$ cat src/rtl/orv_lsu_pkg.sv
// Shared definitions for the load/store unit: access lengths, writeback
// select, exception codes, FSM states and the store lane helpers.
package orv_lsu_pkg;

    localparam logic [1:0] L8    = 2'b00;
    localparam logic [1:0] L16   = 2'b01;
    localparam logic [1:0] L32   = 2'b10;
    localparam logic [1:0] L_ILL = 2'b11;

    localparam logic [2:0] REG_LOAD = 3'b001;

    localparam logic [1:0] NO_EXCEP   = 2'b00;
    localparam logic [1:0] INST_EXCEP = 2'b01;

    typedef enum logic [1:0] {
        LSU_IDLE = 2'b00,
        LSU_REQ  = 2'b01,
        LSU_WAIT = 2'b10
    } lsu_state_e;

    // Exactly one of load/store, a defined length, and natural alignment.
    function automatic logic lsu_legal(input logic ld, input logic st,
                                       input logic [1:0] len, input logic [1:0] addr_lo);
        logic aligned;
        case (len)
            L8:      aligned = 1'b1;
            L16:     aligned = ~addr_lo[0];
            L32:     aligned = (addr_lo == 2'b00);
            default: aligned = 1'b0;
        endcase
        return aligned & (ld ^ st);
    endfunction

    // Byte enables for the lanes touched by the access.
    function automatic logic [3:0] lsu_be(input logic [1:0] len, input logic [1:0] addr_lo);
        logic [3:0] be;
        case (len)
            L8:      be = 4'b0001 << addr_lo;
            L16:     be = 4'b0011 << {addr_lo[1], 1'b0};
            L32:     be = 4'b1111;
            default: be = 4'b0000;
        endcase
        return be;
    endfunction

    // Replicate right-justified store data into every lane it may occupy.
    function automatic logic [31:0] lsu_wdata(input logic [1:0] len, input logic [31:0] wdata);
        logic [31:0] wd;
        case (len)
            L8:      wd = {4{wdata[7:0]}};
            L16:     wd = {2{wdata[15:0]}};
            L32:     wd = wdata;
            default: wd = 32'h0000_0000;
        endcase
        return wd;
    endfunction

endpackage

$ cat src/rtl/orv_lsu_if.sv
// Data-memory request/grant/response port between the LSU and memory.
interface orv_lsu_if #(
    parameter int AW = 32,
    parameter int DW = 32
) ();
    logic          req;
    logic          gnt;
    logic          we;
    logic [3:0]    be;
    logic [AW-1:0] addr;
    logic [DW-1:0] wdata;
    logic          rvalid;
    logic [DW-1:0] rdata;

    modport master (
        output req, we, be, addr, wdata,
        input  gnt, rvalid, rdata
    );

    modport slave (
        input  req, we, be, addr, wdata,
        output gnt, rvalid, rdata
    );
endinterface

$ cat src/rtl/orv_lsu_fmt.sv
// Load data formatter: picks the addressed byte/half out of the returned
// word and sign- or zero-extends it to 32 bits.
module orv_lsu_fmt
    import orv_lsu_pkg::*;
(
    input  logic [31:0] rdata,
    input  logic [1:0]  addr_lo,
    input  logic [1:0]  len,
    input  logic        uns,
    output logic [31:0] data
);

    logic [7:0]  byte_s;
    logic [15:0] half_s;

    // Lane selection from the low address bits.
    always_comb begin
        byte_s = 8'h00;
        case (addr_lo)
            2'b00:   byte_s = rdata[7:0];
            2'b01:   byte_s = rdata[15:8];
            2'b10:   byte_s = rdata[23:16];
            2'b11:   byte_s = rdata[31:24];
            default: byte_s = 8'h00;
        endcase
        if (addr_lo[1]) begin
            half_s = rdata[31:16];
        end else begin
            half_s = rdata[15:0];
        end
    end

    // Extension to full width according to length and signedness.
    always_comb begin
        data = 32'h0000_0000;
        case (len)
            L8:      data = {{24{~uns & byte_s[7]}}, byte_s};
            L16:     data = {{16{~uns & half_s[15]}}, half_s};
            L32:     data = rdata;
            default: data = 32'h0000_0000;
        endcase
    end

endmodule

$ cat src/rtl/orv_lsu.sv
// Load/store unit: accepts one memory op from EX, runs it over the
// req/gnt/rvalid port, stalls the pipeline meanwhile and returns load data.
module orv_lsu
    import orv_lsu_pkg::*;
#(
    parameter int AW = 32,
    parameter int DW = 32
) (
    input  logic          clk,
    input  logic          rst_n,
    input  logic          ex_valid_i,
    input  logic          ex_load_i,
    input  logic          ex_store_i,
    input  logic [1:0]    ex_len_i,
    input  logic          ex_unsigned_i,
    input  logic [AW-1:0] ex_addr_i,
    input  logic [DW-1:0] ex_wdata_i,
    input  logic [4:0]    ex_rd_i,
    input  logic          flush_i,
    output logic          lsu_busy_o,
    orv_lsu_if.master     dmem,
    output logic          wb_valid_o,
    output logic [4:0]    wb_rd_o,
    output logic [DW-1:0] wb_data_o,
    output logic [2:0]    wb_sel_o,
    output logic [1:0]    excep_o
);

    lsu_state_e    state_r;
    logic          req_r;
    logic          we_r;
    logic [3:0]    be_r;
    logic [AW-1:0] addr_r;
    logic [DW-1:0] wdata_r;
    logic          op_load_r;
    logic [1:0]    op_len_r;
    logic          op_uns_r;
    logic [1:0]    op_lo_r;
    logic [4:0]    op_rd_r;
    logic          dropped_r;
    logic          wb_valid_r;
    logic [4:0]    wb_rd_r;
    logic [DW-1:0] wb_data_r;
    logic [1:0]    excep_r;

    logic          op_s;
    logic          legal_s;
    logic          accept_s;
    logic          illegal_s;
    logic [DW-1:0] fmt_data_s;

    // Decode of the op offered by EX while idle and not flushed.
    always_comb begin
        op_s      = ex_valid_i & ~flush_i & (state_r == LSU_IDLE);
        legal_s   = lsu_legal(ex_load_i, ex_store_i, ex_len_i, ex_addr_i[1:0]);
        accept_s  = op_s & legal_s;
        illegal_s = op_s & (ex_load_i | ex_store_i) & ~legal_s;
    end

    orv_lsu_fmt u_fmt (
        .rdata   (dmem.rdata),
        .addr_lo (op_lo_r),
        .len     (op_len_r),
        .uns     (op_uns_r),
        .data    (fmt_data_s)
    );

    // Main FSM with all bus, writeback and exception outputs registered.
    always_ff @(posedge clk or negedge rst_n) begin
        if (!rst_n) begin
            state_r    <= LSU_IDLE;
            req_r      <= 1'b0;
            we_r       <= 1'b0;
            be_r       <= 4'b0000;
            addr_r     <= '0;
            wdata_r    <= '0;
            op_load_r  <= 1'b0;
            op_len_r   <= 2'b00;
            op_uns_r   <= 1'b0;
            op_lo_r    <= 2'b00;
            op_rd_r    <= 5'd0;
            dropped_r  <= 1'b0;
            wb_valid_r <= 1'b0;
            wb_rd_r    <= 5'd0;
            wb_data_r  <= '0;
            excep_r    <= NO_EXCEP;
        end else begin
            wb_valid_r <= 1'b0;
            excep_r    <= NO_EXCEP;
            case (state_r)
                LSU_IDLE: begin
                    if (accept_s) begin
                        state_r   <= LSU_REQ;
                        req_r     <= 1'b1;
                        we_r      <= ex_store_i;
                        be_r      <= lsu_be(ex_len_i, ex_addr_i[1:0]);
                        addr_r    <= {ex_addr_i[AW-1:2], 2'b00};
                        wdata_r   <= lsu_wdata(ex_len_i, ex_wdata_i);
                        op_load_r <= ex_load_i;
                        op_len_r  <= ex_len_i;
                        op_uns_r  <= ex_unsigned_i;
                        op_lo_r   <= ex_addr_i[1:0];
                        op_rd_r   <= ex_rd_i;
                        dropped_r <= 1'b0;
                    end else if (illegal_s) begin
                        excep_r <= INST_EXCEP;
                    end
                end
                LSU_REQ: begin
                    if (dmem.gnt) begin
                        state_r <= LSU_WAIT;
                        req_r   <= 1'b0;
                        if (flush_i) begin
                            dropped_r <= 1'b1;
                        end
                    end else if (flush_i) begin
                        state_r <= LSU_IDLE;
                        req_r   <= 1'b0;
                    end
                end
                LSU_WAIT: begin
                    if (dmem.rvalid) begin
                        state_r <= LSU_IDLE;
                        if (op_load_r && !dropped_r && !flush_i) begin
                            wb_valid_r <= 1'b1;
                            wb_rd_r    <= op_rd_r;
                            wb_data_r  <= fmt_data_s;
                        end
                    end else if (flush_i) begin
                        dropped_r <= 1'b1;
                    end
                end
                default: begin
                    state_r <= LSU_IDLE;
                    req_r   <= 1'b0;
                end
            endcase
        end
    end

    assign lsu_busy_o = (state_r != LSU_IDLE);
    assign dmem.req   = req_r;
    assign dmem.we    = we_r;
    assign dmem.be    = be_r;
    assign dmem.addr  = addr_r;
    assign dmem.wdata = wdata_r;
    assign wb_valid_o = wb_valid_r;
    assign wb_rd_o    = wb_rd_r;
    assign wb_data_o  = wb_data_r;
    assign wb_sel_o   = REG_LOAD;
    assign excep_o    = excep_r;

endmodule

$ cat src/flat_wrapper.sv
// flat-port wrapper written by rule: the top's interface ports become plain ports
module orv_lsu_flat import orv_lsu_pkg::*;
#(
    parameter int AW = 32,
    parameter int DW = 32
)
  (clk, rst_n, ex_valid_i, ex_load_i, ex_store_i, ex_len_i, ex_unsigned_i, ex_addr_i, ex_wdata_i, ex_rd_i, flush_i, lsu_busy_o, wb_valid_o, wb_rd_o, wb_data_o, wb_sel_o, excep_o, dmem_req, dmem_we, dmem_be, dmem_addr, dmem_wdata, dmem_gnt, dmem_rvalid, dmem_rdata);
  orv_lsu_if #(.AW(AW), .DW(DW)) dmem_i ();
  input  logic clk;
  input  logic rst_n;
  input  logic ex_valid_i;
  input  logic ex_load_i;
  input  logic ex_store_i;
  input  logic [1:0] ex_len_i;
  input  logic ex_unsigned_i;
  input  logic [AW-1:0] ex_addr_i;
  input  logic [DW-1:0] ex_wdata_i;
  input  logic [4:0] ex_rd_i;
  input  logic flush_i;
  output logic lsu_busy_o;
  output logic wb_valid_o;
  output logic [4:0] wb_rd_o;
  output logic [DW-1:0] wb_data_o;
  output logic [2:0] wb_sel_o;
  output logic [1:0] excep_o;
  output wire logic [$bits(dmem_i.req)-1:0] dmem_req;
  output wire logic [$bits(dmem_i.we)-1:0] dmem_we;
  output wire logic [$bits(dmem_i.be)-1:0] dmem_be;
  output wire logic [$bits(dmem_i.addr)-1:0] dmem_addr;
  output wire logic [$bits(dmem_i.wdata)-1:0] dmem_wdata;
  input wire logic [$bits(dmem_i.gnt)-1:0] dmem_gnt;
  input wire logic [$bits(dmem_i.rvalid)-1:0] dmem_rvalid;
  input wire logic [$bits(dmem_i.rdata)-1:0] dmem_rdata;
  assign dmem_req = dmem_i.req;
  assign dmem_we = dmem_i.we;
  assign dmem_be = dmem_i.be;
  assign dmem_addr = dmem_i.addr;
  assign dmem_wdata = dmem_i.wdata;
  assign dmem_i.gnt = dmem_gnt;
  assign dmem_i.rvalid = dmem_rvalid;
  assign dmem_i.rdata = dmem_rdata;
  orv_lsu #(.AW(AW), .DW(DW)) u_core (.clk(clk), .rst_n(rst_n), .ex_valid_i(ex_valid_i), .ex_load_i(ex_load_i), .ex_store_i(ex_store_i), .ex_len_i(ex_len_i), .ex_unsigned_i(ex_unsigned_i), .ex_addr_i(ex_addr_i), .ex_wdata_i(ex_wdata_i), .ex_rd_i(ex_rd_i), .flush_i(flush_i), .lsu_busy_o(lsu_busy_o), .dmem(dmem_i), .wb_valid_o(wb_valid_o), .wb_rd_o(wb_rd_o), .wb_data_o(wb_data_o), .wb_sel_o(wb_sel_o), .excep_o(excep_o));
endmodule
$ cat config.mk
export PLATFORM = sky130hd
export DESIGN_NAME = orv_lsu_flat
export DESIGN_NICKNAME = d
export VERILOG_FILES = /design/src/rtl/orv_lsu_pkg.sv /design/src/rtl/orv_lsu_if.sv /design/src/rtl/orv_lsu_fmt.sv /design/src/rtl/orv_lsu.sv /design/src/flat_wrapper.sv
export SDC_FILE = /design/constraint.sdc
export NUM_CORES = 1
export LEC_CHECK = 0
export ABC_AREA = 0
export ABC_CLOCK_PERIOD_IN_PS = 2580
export CORE_MARGIN = 3
export CORE_UTILIZATION = 44
export CTS_CLUSTER_SIZE = 25
export DETAILED_ROUTE_END_ITERATION = 8
export GPL_TIMING_DRIVEN = 0
export HOLD_SLACK_MARGIN = 0.05
export PLACE_DENSITY = 0.78
export SLEW_MARGIN = 40
export SYNTH_ARGS = -nofsm -noshare
export SYNTH_HDL_FRONTEND = slang
export SYNTH_SLANG_ARGS = --single-unit
$ cat constraint.sdc
create_clock -name clk -period 2.58 [get_ports clk]
set_clock_uncertainty 0.05 [all_clocks]
set_input_delay 0.516 -clock clk [delete_from_list [all_inputs] [get_ports clk]]
set_output_delay 0.516 -clock clk [all_outputs]
set_load 0.02 [all_outputs]
; After elaboration in Yosys (flattened, before gate mapping)
; Index checks and enable logic that the tools add are counted.
[op_classes]
eq_ne = 14
shifts = 2
mux = 26
bitwise = 15
reduce_logical = 16
[ops]
columns = operator, count
row1 = case mux 32 bit (3 select lines), 2
row2 = case mux 8 bit (4 select lines), 1
row3 = two-way mux 16 bit, 1
row4 = two-way mux 2 bit, 6
row5 = case mux 4 bit (3 select lines), 1
row6 = two-way mux 1 bit, 11
row7 = equality test 2 bit (second input constant), 5
row8 = zero test 2 bit, 5
row9 = case mux 1 bit (3 select lines), 3
row10 = AND reduction 3 bit, 3
row11 = AND 1 bit, 8
row12 = equality test 2 x 1 -> 1 bit (second input constant), 4
row13 = != test 2 bit (second input constant), 3
row14 = case mux 2 bit (3 select lines), 1
row15 = NOT 1 bit, 5
row16 = AND reduction 4 bit, 1
row17 = << shifter 1 x 2 -> 4 bit (first input constant), 1
row18 = << shifter 2 x 2 -> 4 bit (first input constant), 1
row19 = != test 3 bit (second input constant), 1
row20 = nonzero test 3 bit, 1
row21 = logical AND 1 bit, 2
row22 = zero test 1 bit, 2
row23 = != test 2 x 1 -> 1 bit (second input constant), 1
row24 = AND reduction 2 bit, 1
row25 = other kinds (3), 3
[totals]
regBits = 122
out_inout_bits = 114
elab_cells = 89

; Logic depth before layout (Yosys ltp)
[logic_depth]
word_depth = 8
ltp_mapped = 9

; By module
; From an unflattened synthesis, not the netlist that was laid out.
[hier_totals]
hier_cells = 538
area_unflattened_um2 = 6118.4
[modules_own_cells]
columns = module, instances, cells_per_inst, area_each_um2, seq_area_each_um2
row1 = orv_lsu, 1, 414, 5059.9, 3027.9
row2 = orv_lsu_fmt, 1, 124, 1058.5, 0.0

; Worst setup path before layout
; Ideal clock, no wire load.
[synth_path]
path_kind = input -> register
from = in ex_load_i
to = reg u_core.addr_r[30] (netlist: u_core.dmem.addr[30])
setup_time_ps = 125
arrival_ps = 1889
path_slack_ps = 516
stages = 7
cell_sequence = inv_1 ha_1 and4b_1 o21ai_1 buf_2 buf_2 mux2_2
[synth_via]
elab_chain_cells = 4
[synth_lines]
columns = item, line_no
row1 = "start, declared", flat_wrapper.sv:12  ; input logic ex_load_i;
row2 = bitwise XOR 1 bit, orv_lsu_pkg.sv:31  ; return aligned & (ld ^ st);
row3 = AND 1 bit, orv_lsu_pkg.sv:31
row4 = AND 1 bit, orv_lsu.sv:56  ; accept_s = op_s & legal_s;
row5 = AND reduction 2 bit (no line), -
row6 = "end signal, assigned", orv_lsu.sv:97  ; addr_r <= {ex_addr_i[AW-1:2], 2'b00};
row7 = "end, declared", orv_lsu.sv:33  ; logic [AW-1:0] addr_r;
; Every way passes these cells.
; A chain may end at the register's enable or synchronous reset.

; Final worst setup path
[layout_path]
from = reg u_core.state_r[0]
to = out lsu_busy_o
[layout_via]
elab_chain_cells = 1
[layout_lines]
columns = item, line_no
row1 = "start, declared", orv_lsu.sv:29  ; lsu_state_e state_r;
row2 = "start signal, assigned", orv_lsu.sv:71  ; state_r <= LSU_IDLE;
row3 = "start signal, assigned", orv_lsu.sv:93  ; state_r <= LSU_REQ;
row4 = "start signal, assigned", orv_lsu.sv:111  ; state_r <= LSU_WAIT;
row5 = nonzero test 2 bit, orv_lsu.sv:141  ; assign lsu_busy_o = (state_r != LSU_IDLE);
row6 = "end, declared", flat_wrapper.sv:20  ; output logic lsu_busy_o;
; Every way passes these cells.

==> results.md <==
- Largest net degree at the start of global routing: 70
- Core Box Area: 0.0128 sq mm
- Full die area: 0.0146 sq mm
- Setup crit end kind: output port
- DP Area: 0.00826 sq mm
- Critical Path Sink: lsu_busy_o
- Critical path depth in cells: 4
- Proportion of netlist area held by the largest area contributor: 52.2%
- Root Buffer: clkbuf_16
- Critical path buffers and inverters: 3
- Layout area overhead: 51.9%
- Yosys Warn Count: 0
- Power Density: 1070 mW/mm^2
- CP Class: flop to output port
- H-Tree Depth: 4
- I/O pin cnt: 226
- DR pass1 iterations: 5
- Max-Cap Viols: 0
- Peak Freq: 413 MHz
- Port bufs: 219
- Starting density of the core: 45.5%
- Ant diodes: 0
- Fill count: 969
- Gate Count Post-Synth: 549
- CP startpoint: u_core.state_r[0]$_DFFE_PN0P_
- Avg Inst Size Synth: 10.6 sq um
- Run status: completed
- Tcrit/Tclk final: 93.8%
- Final count of hold timing violations: 0
- Unrepaired setup endpoints after global routing: false
- Worst Reg2Reg Path Length in Cells: 8
- Most frequent cell after synthesis: dfrtp_1
- P_int: 6.05 mW
- Synth area leaders: dfrtp_1, mux2_2, nand2_1
- Die Wd: 121 um
- First-pass GRT wire length: 29.4 mm
- Setup violations, final: 0
- Async SR Flop Fraction: 100%
- Crit path launch type: flop
- Pins Over Slew Limit: 0
- Total CTS buffers: 17
- Synth Flop Type: dfrtp_1
- Crit path largest cell delay: 0.62 ns
- RR Endpoint: u_core.wb_data_o[12]$_DFFE_PN0P_
- Library cells used by synthesis: 43
- Crit path DAT: 1.85 ns
- Layout cells sized above 1: 15.4%
- CP max FO: 6
- Critical-path cell list: inv_1, ha_1, inv_1, clkdlybuf4s50_1
- Reg clk slew, reported paths: 0.05 ns
- Total clock sinks: 121
- Hold Crit Class: flop to flop
- TNS Setup: 0 ns
- Antenna Violating Nets Remaining: 0
- EDFF count, synth: 0
- Initial DRC Count: 309
- Final wirelength: 18.6 mm
- Net Switching: 3.36 mW
- Cell taking the most area after synthesis: dfrtp_1
- Setup slack, reg-to-reg: 0.36 ns
- Slowest CP cell: clkdlybuf4s50_1
- HPWL after detailed placement: 13.9 mm
- Rel. slew slack: 64.1%
- Worst-Skew Late Latency: 0.41 ns
- Cell mode on critical path: inv_1
- Row count: 41
- Layout net count: 909
- Vias per Instance: 5.41
- Total GRT Usage: 26.1%
- Post-synth top cells: dfrtp_1, nand2_1, o21ai_0
- FF-to-FF Start: u_core.state_r[0]$_DFFE_PN0P_
- Net Sw Frac: 35.7%
- Final min period: 2.42 ns
- Leak Pwr: 3.92 nW
- Slew @ Worst Pin: 0.538 ns
- Power share of the clock group: 23.1%
- # DRC: 0
- Total grt overflow: 0
- Combinational Power Share: 44.3%
- Setup Buffers After CTS: 0
- CP delay by family, top: buffers and inverters
- Sequential-to-total area share from yosys stat: 52.2%
- Hold Startpoint: u_core.op_rd_r[2]$_DFFE_PN0P_
- Avg WL per Cell: 19.1 um
- Placer Congestion: 0.901
- Area of the multi-input gates: 0.00249 sq mm
- Clk buf depth: 2
- Vias: 5270
- Final non-filler cell area: 0.00882 sq mm
- Initial antenna violation count: 0
- VDD IR-drop max: 0.000831 V
- Vias in the first global route: 5616
- Util after Layout: 69.1%
- Post-Syn Area: 0.00581 sq mm
- CTS tree: built
- #FFs+latches synth: 121
- Total Power: 9.41 mW
- Worst EP required: 2.01 ns
- Die height: 121 um
- FF/Latch Area: 0.00303 sq mm
- Sequential fraction of design power: 32.5%
[worst min-delay path: stages, from the launching register on]
cell	delay, ns
dfrtp_1	0.34
nand2_1	0.05
nand2_1	0.05
[cells by family after synthesis]
group / after synthesis / synth area share [%]
simple gates: 158 / 12.9
compound gates: 138 / 14.5
flops: 121 / 52.2
mux: 71 / 14.1
buf+inv: 55 / 5.32
fa+ha+maj: 4 / 0.862
other cells: 2 / 0.129
[flip-flops by register name (all words and copies together), names as in the netlist, 2 cells and up]
name and cells:
u_core.dmem.wdata 32, u_core.wb_data_o 32, u_core.dmem.addr 30, u_core.op_rd_r 5, u_core.wb_rd_o 5, u_core.dmem.be 4, u_core.op_len_r 2, u_core.op_lo_r 2
u_core.state_r 2
[power groups by stage]
| stage | Combinational [mW] | Clock, mW | Sequential [mW] |
|---|---|---|---|
| after global placement | 4.09 | 0 | 3.03 |
| after CTS | 4.19 | 2.20 | 3.06 |
| after detailed placement | 4.16 | 0 | 3.07 |
| final | 4.17 | 2.18 | 3.06 |
| after floorplan | 1.40 | 0 | 3.79 |
| after global routing | 4.47 | 2.29 | 3.15 |
[metrics by stage]
step	setup slack [ns]	hold WS, ns	instances
floorplan	0.516	0.170	553
global placement	-3.65	0.399	944
detailed placement	-0.381	0.407	945
CTS	0.0330	0.418	975
global route	0.0634	0.448	975
finish	0.159	0.419	975
[metal layers]
| metal | global-route usage [%] | share of wire [%] |
|---|---|---|
| met4 | 11.0 | 2.6 |
| met3 | 9.60 | 11 |
| met5 | 0 | 0 |
| met2 | 43.1 | 49 |
| met1 | 30.6 | 38 |
[how the worst min path moves through the flow]
stage               slack, ns                               end  cells past startpoint
global placement         0.40     u_core.wb_rd_o[3]$_DFFE_PN0P_                      2
floorplan                0.17  u_core.dmem.addr[10]$_DFFE_PN0P_                      0
detailed placement       0.41     u_core.wb_rd_o[2]$_DFFE_PN0P_                      2
global route             0.45     u_core.wb_rd_o[0]$_DFFE_PN0P_                      2
finish                   0.42     u_core.wb_rd_o[2]$_DFFE_PN0P_                      2
CTS                      0.42     u_core.wb_rd_o[2]$_DFFE_PN0P_                      2
[cells in the final DEF (no fill, tap or decap), types with 6 or more instances in the layout]
cell	count
nand2_1	73
a211oi_1	8
dfrtp_1	121
clkbuf_1	17
buf_2	14
o21ai_0	54
conb_1	6
nor2b_1	11
inv_1	8
a2bb2oi_1	14
nor2_1	32
mux2_2	47
clkdlybuf4s50_1	218
buf_4	11
clkbuf_16	17
clkbuf_8	7
a21oi_1	44
nand3_1	22
nand3_2	10
mux2i_1	20
[timing repair]
| action | 4_1_cts | 5_1_grt |
|---|---|---|
| setup endpoints to repair | 0 | 14 |
| hold endpoints to repair | 68 | 0 |
| hold buffers | 1 | 0 |
| resized for setup | 0 | 3 |
[area by class of cell]
class                      instances  share of cell area [%]
clock buffer                      27                    6.04
sequential                       121                    34.3
multi-input combinational        377                    28.2
buffer                            46                    3.02
clock inverter                     2                   0.113
inverter                           9                   0.525
tap                              172                    2.44
timing repair buffer             221                    25.3
Note: power is estimated with default switching activity, not from simulation.
